**src/rtl/ncl_clocked_sink.sv**
```systemverilog
// ncl_clocked_sink
//   Clocked consumer at the tail of a single-rail NCL pipeline. It synchronizes
//   the asynchronous pipe output and drives the completion back into the last
//   stage through a small handshake FSM. It also counts accepted DATA tokens,
//   measures the clk period between tokens, and flags a stalled pipeline.
//
// Ports
//   clk_i          clock
//   init_n_i       async active-low reset, shared with the pipeline init
//   pipe_d_i       async data from the last stage (1=DATA, 0=NULL)
//   pipe_comp_o    completion to the last stage (1=DATA taken, 0=NULL taken)
//   stall_i        1 = withhold the DATA acknowledge
//   clr_stats_i    sync clear of token count, period measurement and stuck
//   token_pulse_o  one-cycle pulse per accepted DATA token
//   token_count_o  accepted tokens, wraps modulo 2^CNT_W
//   last_period_o  clk cycles between the last two tokens, saturating
//   period_vld_o   last_period_o holds a real measurement
//   stuck_o        sticky: no input transition for TIMEOUT cycles while waiting
module ncl_clocked_sink #(
   parameter int unsigned SYNC_STAGES = 2,
   parameter int unsigned ACK_DELAY   = 0,
   parameter int unsigned CNT_W       = 16,
   parameter int unsigned PER_W       = 12,
   parameter int unsigned TIMEOUT     = 1000
) (
   input  logic             clk_i,
   input  logic             init_n_i,
   input  logic             pipe_d_i,
   output logic             pipe_comp_o,
   input  logic             stall_i,
   input  logic             clr_stats_i,
   output logic             token_pulse_o,
   output logic [CNT_W-1:0] token_count_o,
   output logic [PER_W-1:0] last_period_o,
   output logic             period_vld_o,
   output logic             stuck_o
);

   typedef enum logic [1:0] {WAIT_DATA, HOLD_D, WAIT_NULL, HOLD_N} state_e;

   // The edge that sees the synchronized transition already counts as the
   // first hold cycle, so the hold counter is loaded one short. This keeps
   // the pipe_d -> pipe_comp latency at SYNC_STAGES+1+ACK_DELAY edges.
   localparam logic [7:0]       DLY_LOAD = 8'((ACK_DELAY == 0) ? 0 : ACK_DELAY - 1);
   localparam logic [PER_W-1:0] PER_MAX  = '1;
   localparam logic [PER_W-1:0] TO_VAL   = PER_W'(TIMEOUT);

   // ---------------- synchronizer ----------------
   logic [SYNC_STAGES-1:0] sync_q;
   logic                   ds;

   always_ff @(posedge clk_i or negedge init_n_i) begin
      if (!init_n_i) sync_q <= '0;
      else           sync_q <= {sync_q[SYNC_STAGES-2:0], pipe_d_i};
   end

   assign ds = sync_q[SYNC_STAGES-1];

   // ---------------- handshake FSM ----------------
   state_e     state_q;
   logic [7:0] dly_q;
   logic       comp_q;
   logic       pulse_q;
   logic       accept;

   // With no delay, the HOLD_D decision is folded into the WAIT_DATA edge;
   // otherwise stall only matters once the delay has run out.
   assign accept = !stall_i &&
                   ((state_q == HOLD_D && dly_q == 8'd0) ||
                    (ACK_DELAY == 0 && state_q == WAIT_DATA && ds));

   always_ff @(posedge clk_i or negedge init_n_i) begin
      if (!init_n_i) begin
         state_q <= WAIT_DATA;
         dly_q   <= 8'd0;
         comp_q  <= 1'b0;
         pulse_q <= 1'b0;
      end else begin
         pulse_q <= accept;
         unique case (state_q)
            WAIT_DATA: begin
               if (accept) begin
                  state_q <= WAIT_NULL;
                  comp_q  <= 1'b1;
               end else if (ds) begin
                  state_q <= HOLD_D;
                  dly_q   <= DLY_LOAD;
               end
            end
            HOLD_D: begin
               if (dly_q != 8'd0) begin
                  dly_q <= dly_q - 8'd1;
               end else if (accept) begin
                  state_q <= WAIT_NULL;
                  comp_q  <= 1'b1;
               end
            end
            WAIT_NULL: begin
               if (!ds) begin
                  if (ACK_DELAY == 0) begin
                     state_q <= WAIT_DATA;
                     comp_q  <= 1'b0;
                  end else begin
                     state_q <= HOLD_N;
                     dly_q   <= DLY_LOAD;
                  end
               end
            end
            HOLD_N: begin
               if (dly_q != 8'd0) begin
                  dly_q <= dly_q - 8'd1;
               end else begin
                  state_q <= WAIT_DATA;
                  comp_q  <= 1'b0;
               end
            end
            default: begin
               state_q <= WAIT_DATA;
               comp_q  <= 1'b0;
            end
         endcase
      end
   end

   // ---------------- statistics ----------------
   logic [CNT_W-1:0] cnt_q, cnt_d;
   logic [PER_W-1:0] per_q, per_d;
   logic [PER_W-1:0] last_q, last_d;
   logic [PER_W-1:0] idle_q, idle_d;
   logic             vld_q, vld_d;
   logic             seen_q, seen_d;
   logic             stuck_q, stuck_d;
   logic             idle_wait;

   // Waiting with no transition on the synchronized input.
   assign idle_wait = (state_q == WAIT_DATA && !ds) || (state_q == WAIT_NULL && ds);

   always_comb begin
      cnt_d   = cnt_q;
      per_d   = (per_q == PER_MAX) ? per_q : per_q + 1'b1;
      last_d  = last_q;
      vld_d   = vld_q;
      seen_d  = seen_q;
      stuck_d = stuck_q | (idle_q == TO_VAL);
      idle_d  = idle_wait ? ((idle_q == TO_VAL) ? idle_q : idle_q + 1'b1) : '0;

      // Clear first so a token in the same cycle is counted afresh.
      // The idle counter restarts too, giving a full new timeout window.
      if (clr_stats_i) begin
         cnt_d   = '0;
         last_d  = '0;
         vld_d   = 1'b0;
         seen_d  = 1'b0;
         stuck_d = 1'b0;
         idle_d  = '0;
      end

      if (accept) begin
         cnt_d  = cnt_d + 1'b1;
         if (seen_d) begin
            last_d = per_q;
            vld_d  = 1'b1;
         end
         seen_d = 1'b1;
         per_d  = {{(PER_W-1){1'b0}}, 1'b1};
      end
   end

   always_ff @(posedge clk_i or negedge init_n_i) begin
      if (!init_n_i) begin
         cnt_q   <= '0;
         per_q   <= '0;
         last_q  <= '0;
         idle_q  <= '0;
         vld_q   <= 1'b0;
         seen_q  <= 1'b0;
         stuck_q <= 1'b0;
      end else begin
         cnt_q   <= cnt_d;
         per_q   <= per_d;
         last_q  <= last_d;
         idle_q  <= idle_d;
         vld_q   <= vld_d;
         seen_q  <= seen_d;
         stuck_q <= stuck_d;
      end
   end

   assign pipe_comp_o   = comp_q;
   assign token_pulse_o = pulse_q;
   assign token_count_o = cnt_q;
   assign last_period_o = last_q;
   assign period_vld_o  = vld_q;
   assign stuck_o       = stuck_q;

endmodule

```
**config.mk**
```make
export PLATFORM = sky130hd
export DESIGN_NAME = ncl_clocked_sink
export DESIGN_NICKNAME = d
export VERILOG_FILES = /design/src/rtl/ncl_clocked_sink.sv
export SDC_FILE = /design/constraint.sdc
export NUM_CORES = 1
export LEC_CHECK = 0
export BUFFER_PORTS_ARGS = -buffer_cell sky130_fd_sc_hd__buf_2
export CAP_MARGIN = 5
export CORE_ASPECT_RATIO = 0.7
export CORE_UTILIZATION = 61
export CTS_BUF_LIST = sky130_fd_sc_hd__clkbuf_8
export DETAILED_ROUTE_END_ITERATION = 16
export PLACE_DENSITY = 0.82
export SYNTH_ARGS = -nofsm -noshare
export SYNTH_HDL_FRONTEND = slang
export SYNTH_SLANG_ARGS = --single-unit
```
**constraint.sdc**
```tcl
create_clock -name clk_i -period 3 [get_ports clk_i]
set_input_delay 0.15 -clock clk_i [delete_from_list [all_inputs] [get_ports clk_i]]
set_output_delay 0.15 -clock clk_i [all_outputs]
set_load 0.01 [all_outputs]
```
Yosys cells after proc, flatten, opt, wreduce, memory -nomap -nowiden
Cells that the tools add are included.
- logic and storage cells: 81
- output and inout port bits: 32
- input port bits: 5
- bits in registers: 69
- reductions and logical operators: 16
- muxes and demuxes: 32
- add/subtract/negate cells: 4
- equal/unequal tests: 15
- bitwise gates (word level): 2
- operators with widths (kind ; number):
    2-to-1 mux 12 bit ; 8
    2-to-1 mux 16 bit ; 2
    adder 12 x 1 -> 12 bit, second input constant ; 2
    2-to-1 mux 8 bit ; 3
    adder 16 x 1 -> 16 bit, second input constant ; 1
    one-hot mux 8 bit (2 select lines) ; 1
    inequality test 2 bit, second input constant ; 7
    == test 12 x 10 -> 1 bit, second input constant ; 1
    == test 12 bit, second input constant ; 1
    2-to-1 mux 2 bit ; 6
    2-to-1 mux 1 bit ; 10
    logical NOT 8 bit ; 1
    one-hot mux 2 bit (4 select lines) ; 1
    nonzero test 8 bit ; 1
    subtractor 8 x 1 -> 8 bit, second input constant ; 1
    inequality test 3 bit, second input constant ; 2
    logical AND 1 bit ; 5
    AND reduction 5 bit ; 1
    == test 2 bit, second input constant ; 2
    one-hot mux 1 bit (4 select lines) ; 1
    AND reduction 4 bit ; 1
    AND reduction 3 bit ; 1
    == test 2 x 1 -> 1 bit, second input constant ; 1
    logical NOT 1 bit ; 2
    other kinds (6) ; 7

Longest topological paths before layout
- word-level depth: 7
- mapped depth: 9
- depth with buffers taken out: 6

Worst setup path after synthesis
No wires, ideal clock.
- path type: register to register
- start point: register dly_q[0]
- end point: register cnt_q[1], in the netlist token_count_o[1]
- cell stages (with the launch flop): 9
- path slack: 0.700 ns
- arrival: 2.175 ns
- period minus slack after synthesis: 2.300 ns
- setup time: 0.125 ns
- cells stage by stage: dfrtp_1 -> inv_1 -> ha_1 -> or3b_2 -> clkbuf_1 -> o31a_1 -> buf_6 -> nor2_2 -> mux2_2
- longest elaborated chain between the ends: 5
- RTL lines (what ; line ; text):
    start: declaration ; 61 ; logic [7:0] dly_q;
    start signal: assignment ; 92 ; dly_q <= dly_q - 8'd1;
    start signal: assignment ; 111 ; dly_q <= dly_q - 8'd1;
    logical NOT 8 bit ; 69 ; ((state_q == HOLD_D && dly_q == 8'd0) ||
    logical AND 1 bit ; 69 ;
    logical OR 1 bit ; 69 ;
    logical AND 1 bit ; 68 ; assign accept = !stall_i &&
    2-to-1 mux 16 bit ; 158 ; if (accept) begin
    net cnt_d[1] ; 126 ; logic [CNT_W-1:0] cnt_q, cnt_d;
    end signal: assignment ; 179 ; cnt_q <= cnt_d;
    end: declaration ; 126 ;
The timed path passes the listed nets, and every way through them passes these cells.
A chain may end at the register's enable or synchronous reset.

Final worst setup path
Same ends and word-level chain as after synthesis.

==> out/metrics.csv <==
metric,value,unit
largest net degree at the start of global routing,70,
H-tree lvl count,3,
DRT antenna net count,0,
Die Area,5900,um2
worst IR drop on VDD,0.000465,V
# rows,22,
clk_skew,0.0102,ns
Chip Width,91.4,um
Std-Cell Core Area,5310,um2
Max stage delay on crit path,0.60,ns
Tightest Pin Transition,1.06,ns
Worst slew margin,0.294,
"Arr. time, crit path",2.88,ns
P_int,1.80,mW
clock tree buffer depth,2,
number of hold violations in the final report,4,
CP max FO,32,
failing checks,negative hold slack,
Switch Pwr,0.983,mW
Flop pwr share,0.458,
status,"complete, but fails checks",
# nets final,398,
vias per inst,6.07,
#FFs+latches synth,69,
CP endpoint kind,flip-flop,
CTS tree,done,
fin crit share,0.884,
Overflow after GRT,0,
slowest stage cell on the critical path,o31a_1,
leakage,1.67,nW
Fillers,395,
share of cells above drive strength 1,0.173,
setup TNS,0,ns
cell area after synthesis,3410,um2
leading area contributor after synthesis,dfrtp_1,
initial drt markers,305,
Final HPWL DP,4890,um
Worst-Skew Late Latency,0.35,ns
Inserted Clock Buffers,9,
via count,2816,
hold slack,-0.00431,ns
final non-filler cell total,464,
Starting Density,0.642,
most numerous cell in the Yosys netlist,dfrtp_1,
GP Congestion,0.819,
clock transition at the registers of the reported paths,0.08,ns
Yosys top cell area share,0.506,
Comb power frac,0.240,
worst hold path class,primary input to async pin,
post-synthesis cell type count,48,
final WL,7530,um
number of global-route vias before repair,2569,
io pins,37,
number of flops mapped to enable cells by yosys,0,
asr flop ratio synth,1.00,
syn_nets,363,
minimum clock period,2.65,ns
Clk network pwr share,0.302,
DR DRC count,0,
All-Layer GR Usage,0.283,
Worst Slack Setup Final,0.349,ns
# diodes,0,
f_max,377,MHz
WP data required,3.23,ns
"top cells by count, synth","69 x dfrtp_1, 33 x a21oi_1, 29 x nor2_1",
CTS sink cnt,69,
die height,64.6,um
antenna violations before repair,0,
WL/cell,16.2,um
PortBufs,36,
dpl cells,447,
drt pass-1 iters,5,
Layout area overhead,13.4,%
"top cells by area, synth","dfrtp_1 51%, a21oi_1 4.8%, nand3_1 3.5%",
# setup viols final,0,
"Seq/Total Area, Yosys",0.506,
first-pass GRT wire length,12800,um
dominant synthesized flop cell,dfrtp_1,
crit path kind,flip-flop to flip-flop,
Synthesis Warnings,0,
clk root buf,clkbuf_8,
Pwr Density,719,nW/um2
Slew Limit Fails,0,
CP cell instances,inv_1 > ha_1 > or3b_2 > o31a_1 > nor2_2 > mux2_2,
Syn Area/Cell,9.70,um2
CP startpoint kind,flip-flop,
max-cap violations,0,
RSZ-0062 raised after global routing,no,
Sw Share,0.353,
Post-Synthesis Cells,352,
pre-CTS setup slack,0.358,ns
-- power groups by stage --
stage | Sequential, mW | Combinational, mW | Clock, mW
after floorplan | 1.22 | 0.539 | 0
after global placement | 1.28 | 0.634 | 0
after detailed placement | 1.28 | 0.659 | 0
after CTS | 1.27 | 0.665 | 0.854
after global routing | 1.30 | 0.753 | 0.889
final | 1.28 | 0.667 | 0.842
-- cell usage in the layout, fill, tap and decap left out, types with 3 or more instances in the layout --
| master | instances |
|---|---|
| nor2_1 | 29 |
| nand4_1 | 9 |
| or2_2 | 3 |
| xor2_1 | 12 |
| xnor2_1 | 7 |
| and3_1 | 5 |
| nor4_1 | 3 |
| buf_4 | 4 |
| or4_1 | 12 |
| o31ai_1 | 10 |
| or3_1 | 5 |
| ha_1 | 6 |
| buf_2 | 36 |
| inv_1 | 11 |
| nand2b_1 | 7 |
| clkbuf_8 | 9 |
| a21oi_1 | 33 |
| mux2i_1 | 3 |
| nor2b_1 | 3 |
| nor3_1 | 14 |
| nand2_1 | 16 |
| o21ai_0 | 19 |
| nand3_1 | 24 |
| dfrtp_1 | 69 |
-- layout make-up --
type	instances	area [um2]	area share
inverters	11	41.3	0.0107
flip-flops and latches	69	1730	0.446
multi-input cells	255	1570	0.406
clock buffers	9	124	0.0320
repair buffers	41	220	0.0569
clock inverters	7	97.6	0.0252
well taps	72	90.1	0.0233
-- cells by family after synthesis --
| group | synth area share |
|---|---|
| flip-flops | 0.506 |
| XOR/XNOR | 0.0488 |
| AND/OR/NAND/NOR | 0.234 |
| AO/OA/AOI/OAI | 0.143 |
| adder cells (fa/ha/maj) | 0.0220 |
| multiplexers | 0.0121 |
| buffers and inverters | 0.0341 |
-- critical path: cells and delay by family (launching register included) --
family                     cells  cell delay, ns
and+or+nand+nor                2            0.93
muxes                          1            0.37
AOI/OAI and AO/OA              1            0.60
adders and majority gates      1            0.14
DFF                            1            0.40
buffers and inverters          1            0.09
-- metal layers --
layer	wire, um	GRT usage	vias to the layer above
met5	0	0	-
met1	3720	0.426	1346
met4	52	0.0575	0
met2	3270	0.410	113
li1	-	-	1350
met3	487	0.0822	7
-- sequential cells by signal, summed over array words and instances, names as in the netlist --
register / count
dly_q: 8
idle_q: 12
per_q: 12
pipe_comp_o: 1
sync_q: 2
period_vld_o: 1
state_q: 2
seen_q: 1
last_period_o: 12
token_count_o: 16
stuck_o: 1
token_pulse_o: 1
-- timing repair --
item,in CTS,in global routing
endpoints found under the setup margin,0,0
hold buffers,1,0
setup buffers,0,0
endpoints found under the hold margin,1,0
resized for setup,0,0
-- worst paths after layout --
path | to | slack, ns | depth (start not counted) | start
setup / recovery | token_count_o[1]$_DFF_PN0_ | 0.35 | 6 | dly_q[0]$_DFFE_PN0P_
hold / removal | idle_q[10]$_DFFE_PN0P_ | -0.004 | 2 | init_n_i
setup reg to reg | token_count_o[1]$_DFF_PN0_ | 0.35 | 6 | dly_q[0]$_DFFE_PN0P_
hold reg to reg | sync_q[1]$_DFF_PN0_ | 0.36 | 0 | sync_q[0]$_DFF_PN0_
max in group asynchronous | pipe_comp_o$_DFFE_PN0P_ | 2.43 | 2 | init_n_i
min in group clk_i | state_q[0]$_DFFE_PN0P_ | 0.15 | 3 | stall_i
-- per-stage QoR --
step / power, mW / area (um2) / hold slack (ns) / util
2_1_floorplan: 1.76 / 3410 / -0.146 / -
3_3_place_gp: 1.91 / 3640 / 0.262 / 0.685
3_5_place_dp: 1.94 / 3640 / 0.263 / 0.685
4_1_cts: 2.79 / 3870 / 0.0276 / 0.728
5_1_grt: 2.95 / 3870 / 0.0795 / 0.728
6_report: 2.78 / 3870 / -0.00431 / 0.728
Power figures use the tool's default switching activity.
